**config.mk**
```make
export PLATFORM = sky130hd
export DESIGN_NAME = data_mem_bridge
export DESIGN_NICKNAME = d
export VERILOG_FILES = /design/src/rtl/data_mem_bridge.sv
export SDC_FILE = /design/constraint.sdc
export NUM_CORES = 1
export LEC_CHECK = 0
export ABC_AREA = 0
export BUFFER_PORTS_ARGS = -buffer_cell sky130_fd_sc_hd__buf_4
export CORE_UTILIZATION = 48
export CTS_CLUSTER_DIAMETER = 100
export DETAILED_ROUTE_END_ITERATION = 16
export PLACE_DENSITY = 0.8
export SYNTH_ARGS = -nofsm -noshare
export SYNTH_HDL_FRONTEND = slang
export SYNTH_SLANG_ARGS = --single-unit
```
**constraint.sdc**
```tcl
create_clock -name CLK -period 2.3 [get_ports CLK]
set_input_delay 0.345 -clock CLK [delete_from_list [all_inputs] [get_ports CLK]]
set_output_delay 0.345 -clock CLK [all_outputs]
set_load 0.005 [all_outputs]
```
**src/rtl/data_mem_bridge.sv**
```systemverilog
// data_mem_bridge: load/store stage placed after a single-cycle datapath.
// Accesses at or above IO_BASE hit a small register block (LEDs, switches,
// status) in one cycle without stalling. Accesses below IO_BASE run a req/ack
// transaction to external RAM, and the core is stalled while it is outstanding.
//
// Ports
//   CLK, reset          clock and asynchronous active-low reset
//   MemWrite, MemRead   access request from the control unit (both set = write)
//   Addr, WriteData     byte address (ALUResult) and store data (RD2)
//   ReadData            load data for the writeback mux
//   Stall               hold PC / suppress RegWrite
//   mem_req/we/addr/wdata, mem_rdata, mem_ack   external RAM handshake
//   leds, switches      LED register output, raw switch input
//   bus_err             sticky timeout flag
module data_mem_bridge #(
  parameter logic [31:0] IO_BASE     = 32'hFFFF_0000,
  parameter int unsigned LED_W       = 8,
  parameter int unsigned SW_W        = 8,
  parameter int unsigned TIMEOUT_CYC = 16
) (
  input  logic             CLK,
  input  logic             reset,
  input  logic             MemWrite,
  input  logic             MemRead,
  input  logic [31:0]      Addr,
  input  logic [31:0]      WriteData,
  output logic [31:0]      ReadData,
  output logic             Stall,
  output logic             mem_req,
  output logic             mem_we,
  output logic [31:0]      mem_addr,
  output logic [31:0]      mem_wdata,
  input  logic [31:0]      mem_rdata,
  input  logic             mem_ack,
  output logic [LED_W-1:0] leds,
  input  logic [SW_W-1:0]  switches,
  output logic             bus_err
);

  localparam int unsigned       TimerW     = $clog2(TIMEOUT_CYC) + 1;
  localparam logic [TimerW-1:0] TimerLast  = TimerW'(TIMEOUT_CYC - 1);
  localparam logic [31:0]       BusErrData = 32'hDEAD_BEEF;

  typedef enum logic [1:0] {StIdle, StReq, StDone} state_e;

  state_e            state_q, state_d;
  logic [TimerW-1:0] timer_q;
  logic [31:0]       rdata_q;
  logic [31:0]       addr_q;
  logic [31:0]       wdata_q;
  logic              we_q;
  logic [LED_W-1:0]  leds_q;
  logic [SW_W-1:0]   sw_meta_q, sw_sync_q;
  logic              bus_err_q;

  logic        access, is_wr, is_rd, io;
  logic [29:0] io_word;
  logic [31:0] io_rdata;
  logic        io_acc_en, io_rd_en, led_we, stat_clr;
  logic        stall_raw, ext_start, take_ack, time_out;

  // Byte lanes are not supported; the low address bits are intentionally dropped.
  logic unused_addr_lsb;
  assign unused_addr_lsb = ^Addr[1:0];

  assign access  = MemRead | MemWrite;
  assign is_wr   = MemWrite;
  assign is_rd   = MemRead & ~MemWrite;
  assign io      = (Addr >= IO_BASE);
  assign io_word = Addr[31:2] - IO_BASE[31:2];

  // I/O is only serviced from IDLE; REQ/DONE ignore the datapath inputs.
  assign io_acc_en = (state_q == StIdle) & access & io;
  assign io_rd_en  = io_acc_en & is_rd;
  assign led_we    = io_acc_en & is_wr & (io_word == 30'd0);
  assign stat_clr  = io_acc_en & is_wr & (io_word == 30'd2) & WriteData[0];

  always_comb begin
    io_rdata = '0;
    case (io_word)
      30'd0:   io_rdata = 32'(leds_q);
      30'd1:   io_rdata = 32'(sw_sync_q);
      30'd2:   io_rdata = {31'b0, bus_err_q};
      default: io_rdata = '0;
    endcase
  end

  always_comb begin
    state_d   = state_q;
    stall_raw = 1'b0;
    ext_start = 1'b0;
    take_ack  = 1'b0;
    time_out  = 1'b0;
    unique case (state_q)
      StIdle: begin
        if (access && !io) begin
          stall_raw = 1'b1;
          ext_start = 1'b1;
          state_d   = StReq;
        end
      end
      StReq: begin
        stall_raw = 1'b1;
        // An ack in the last allowed cycle still counts as a real completion.
        if (mem_ack) begin
          take_ack = 1'b1;
          state_d  = StDone;
        end else if (timer_q == TimerLast) begin
          time_out = 1'b1;
          state_d  = StDone;
        end
      end
      StDone:  state_d = StIdle;
      default: state_d = StIdle;
    endcase
  end

  always_ff @(posedge CLK or negedge reset) begin
    if (!reset) begin
      state_q <= StIdle;
      timer_q <= '0;
    end else begin
      state_q <= state_d;
      if (ext_start) begin
        timer_q <= '0;
      end else if (state_q == StReq) begin
        timer_q <= timer_q + TimerW'(1);
      end
    end
  end

  always_ff @(posedge CLK or negedge reset) begin
    if (!reset) begin
      addr_q  <= '0;
      wdata_q <= '0;
      we_q    <= 1'b0;
    end else if (ext_start) begin
      addr_q  <= {Addr[31:2], 2'b00};
      wdata_q <= WriteData;
      we_q    <= is_wr;
    end
  end

  // Holds the last load result so ReadData stays stable through DONE and idle cycles.
  always_ff @(posedge CLK or negedge reset) begin
    if (!reset) begin
      rdata_q <= '0;
    end else if (take_ack) begin
      rdata_q <= mem_rdata;
    end else if (time_out) begin
      rdata_q <= BusErrData;
    end else if (io_rd_en) begin
      rdata_q <= io_rdata;
    end
  end

  always_ff @(posedge CLK or negedge reset) begin
    if (!reset) begin
      leds_q    <= '0;
      sw_meta_q <= '0;
      sw_sync_q <= '0;
      bus_err_q <= 1'b0;
    end else begin
      sw_meta_q <= switches;
      sw_sync_q <= sw_meta_q;
      if (led_we) begin
        leds_q <= WriteData[LED_W-1:0];
      end
      // Timeout set takes priority over a W1C clear.
      if (time_out) begin
        bus_err_q <= 1'b1;
      end else if (stat_clr) begin
        bus_err_q <= 1'b0;
      end
    end
  end

  // Stall is forced low while reset is held so the core is never frozen by a stale request.
  assign Stall     = stall_raw & reset;
  assign mem_req   = (state_q == StReq);
  assign mem_we    = we_q;
  assign mem_addr  = addr_q;
  assign mem_wdata = wdata_q;
  assign ReadData  = io_rd_en ? io_rdata : rdata_q;
  assign leds      = leds_q;
  assign bus_err   = bus_err_q;

endmodule

```
==> impl_results.md <==
- Status: complete, but fails checks
- Failing checks: setup timing
- Max cap viols: 0
- H-tree depth: 4
- Post-synthesis area per instance: 13.52 um2
- Gr ovfl total: 0
- Vias: 4138
- Arrival time worst endpoint: 2100 ps
- Reg2reg path depth: 5
- R2r startpoint: state_q[0]$_DFFE_PN0P_
- Layout net count: 752
- DR pass1 iterations: 4
- Top-area cell type share of the netlist area: 0.6204
- Switch share: 0.2937
- DRC viols: 0
- Tcrit/Tclk final: 1.062
- Cell with the most instances after synthesis: dfrtp_1
- DIE WIDTH: 105.3 um
- Port-buffer cells: 212
- Worst setup startpoint: state_q[0]$_DFFE_PN0P_
- CTS tree: done
- Core Region: 10320 um2
- Largest net degree at the start of global routing: 128
- Final RePlAce weighted congestion: 0.8185
- Root buffer cell: clkbuf_8
- Synth Cell Area: 5122 um2
- Final setup viols: 32
- CTS sink cnt: 127
- Final HPWL from detailed placement: 9611 um
- Pins over their slew limit: 0
- Clock skew: 9.032 ps
- Synth Instances: 379
- PwrDens: 1246 nW/um2
- Reg2Reg Setup Slack: 180 ps
- Post-synthesis cell type count: 44
- Max_slew headroom: 0.3941
- Placement Setup Slack: -57.09 ps
- I/O pins: 217
- Final hold violation count: 0
- #FFs+latches synth: 127
- Starting density of the core: 0.4962
- CP Max Fanout: 2
- GRT Util Overall: 0.2654
- Syn. warnings: 0
- Longest Clk Path Bufs: 2
- Post-synthesis async set-or-reset flop share: 1.000
- Die area: 11090 um2
- Synth top cells by count: dfrtp_1, mux2_2, nand2_1, nor2b_1, o22a_1
- Fmax: 409.5 MHz
- Hold path start: WriteData[13]
- Post-route ant nets: 0
- Ys flop type: dfrtp_1
- Peak VDD IR: 0.7578 mV
- CP Launch Type: flip-flop
- Ant diodes: 0
- WS Path Type: flip-flop to primary output
- Largest cells by area after synthesis: dfrtp_1, mux2_2, o22a_1
- First-pass GRT wire length: 22540 um
- Psw: 2.916 mW
- Total power: 9.931 mW
- Comb pwr share: 0.389
- Critical path endpoint: ReadData[4]
- Unrepaired setup endpoints after global routing: yes
- Req. time, crit path: 1960 ps
- CP endpoint kind: primary output
- TritonCTS buffer count: 17
- Final min period: 2442 ps
- Leakage power: 3.809 nW
- Worst flop-to-flop path endpoint: mem_wdata[4]$_DFFE_PN0P_
- Vias per cell: 5.238
- Vias in the first global route: 4525
- Post-synthesis sequential area ratio: 0.6204
- Worst Max-Slew Pin Slew: 907.9 ps
- Clock transition at the registers of the reported paths: 60 ps
- Worst skew pair latency: 520 ps
- EDFF count, synth: 0
- DR iter-0 viols: 186
- Clock share of power: 0.252
- Final worst slack: -141.8 ps
- Area grow syn2layout: 55.57%
- Int Pwr: 7.014 mW
- Fraction of layout cells with a size suffix above 1: 0.5826
- Worst Hold Class: input port to flip-flop
- Routed len/inst: 17.64 um
- Num rows: 37
- Initial antenna violation count: 0
- Sequential power share: 0.359
- Detailed Route WL: 13940 um
- Post-synth top area cell: dfrtp_1
- Die height: 105.3 um
-- final cells by class --
type / instances / area [um2]
sequential: 127 / 3178
fill: 607 / 2355
timing repair buffer: 262 / 2107
multi-input combinational: 229 / 1932
clock buffer: 18 / 417.9
tap: 136 / 170.2
clock inverter: 14 / 145.1
inverter: 4 / 18.77
-- layer usage --
layer / wire [um] / global-route usage / vias up
li1: - / - / 1890
met1: 5158 / 0.2931 / 2058
met2: 7507 / 0.4784 / 166
met3: 971 / 0.06926 / 24
met4: 300 / 0.1177 / 0
met5: 0 / 0 / -
-- through the flow --
stage	util	hold WS, ps	TNS [ps]	cells	cell area, um2
after floorplan	-	49.41	0	380	5126
after global placement	0.6846	331.3	-71.05	738	7068
after detailed placement	0.6846	335.5	-292.1	738	7068
after CTS	0.7689	40.04	-3609	787	7938
after global routing	0.7719	50.46	-5911	790	7969
final	0.7719	57.74	-3112	790	7969
-- how the worst min path moves through the flow --
stage / endpoint / cells past startpoint
finish: mem_wdata[13]$_DFFE_PN0P_ / 2
global route: mem_wdata[15]$_DFFE_PN0P_ / 2
CTS: mem_wdata[13]$_DFFE_PN0P_ / 2
detailed placement: sw_sync_q[1]$_DFF_PN0_ / 0
global placement: sw_sync_q[2]$_DFF_PN0_ / 0
floorplan: bus_err$_DFFE_PN0P_ / 0
-- repair_timing --
action	in CTS	in global routing
buffers inserted	8	3
gates resized for setup	28	6
pin swaps	15	4
hold endpoints to repair	9	0
hold buffers	9	0
setup endpoints to repair	13	36
cloned	1	0
-- power by group through the flow --
stage	Combinational (mW)	Clock, mW	Sequential, mW
2_1_floorplan	1.67	0	3.55
5_1_grt	4.16	2.64	3.67
6_report	3.86	2.50	3.57
4_1_cts	3.86	2.54	3.56
3_5_place_dp	3.68	0	3.57
3_3_place_gp	3.58	0	3.51
-- critical path, cell delays in order, from the launching register on --
cell      delay, ps
dfrtp_1         390
nor2_2          140
buf_4           130
nand3b_1        110
or4_4           510
o21ai_4         180
buf_6           120
-- kinds of logic after synthesis --
logic type	Yosys count	synth area share
AOI/OAI and AO/OA	56	0.08403
adders and majority gates	2	0.004884
buffers and inverters	24	0.02491
DFF	127	0.6204
muxes	72	0.1575
other	1	0.0007321
and+or+nand+nor	97	0.1075
-- layout by cell type (no fill, tap or decap), types with 3 or more instances in the layout --
cell           instances
clkinvlp_4             5
nand2_1               24
buf_12                 6
nor4_1                 4
dfrtp_1              127
nor2b_1               18
clkinv_4               4
a21o_1                 3
o22a_1                19
nor2_1                10
a32oi_2                4
a22o_1                 8
buf_4                240
clkinv_2               4
o21ai_0                7
clkbuf_16             16
mux2_2                68
nand3b_1               3
nor2b_2                3
buf_6                  6
nor2b_4                3
nand4_1                4
dlygate4sd3_1          9
nand2_2                4
a31oi_1                7
mux2i_1                3
-- registers in the layout (all words and copies together), names as in the netlist --
| register | cells |
|---|---|
| bus_err | 1 |
| leds | 8 |
| mem_addr | 30 |
| mem_wdata | 32 |
| mem_we | 1 |
| rdata_q | 32 |
| state_q | 2 |
| sw_meta_q | 8 |
| sw_sync_q | 8 |
| timer_q | 5 |
(Power assumes the default switching activity.)
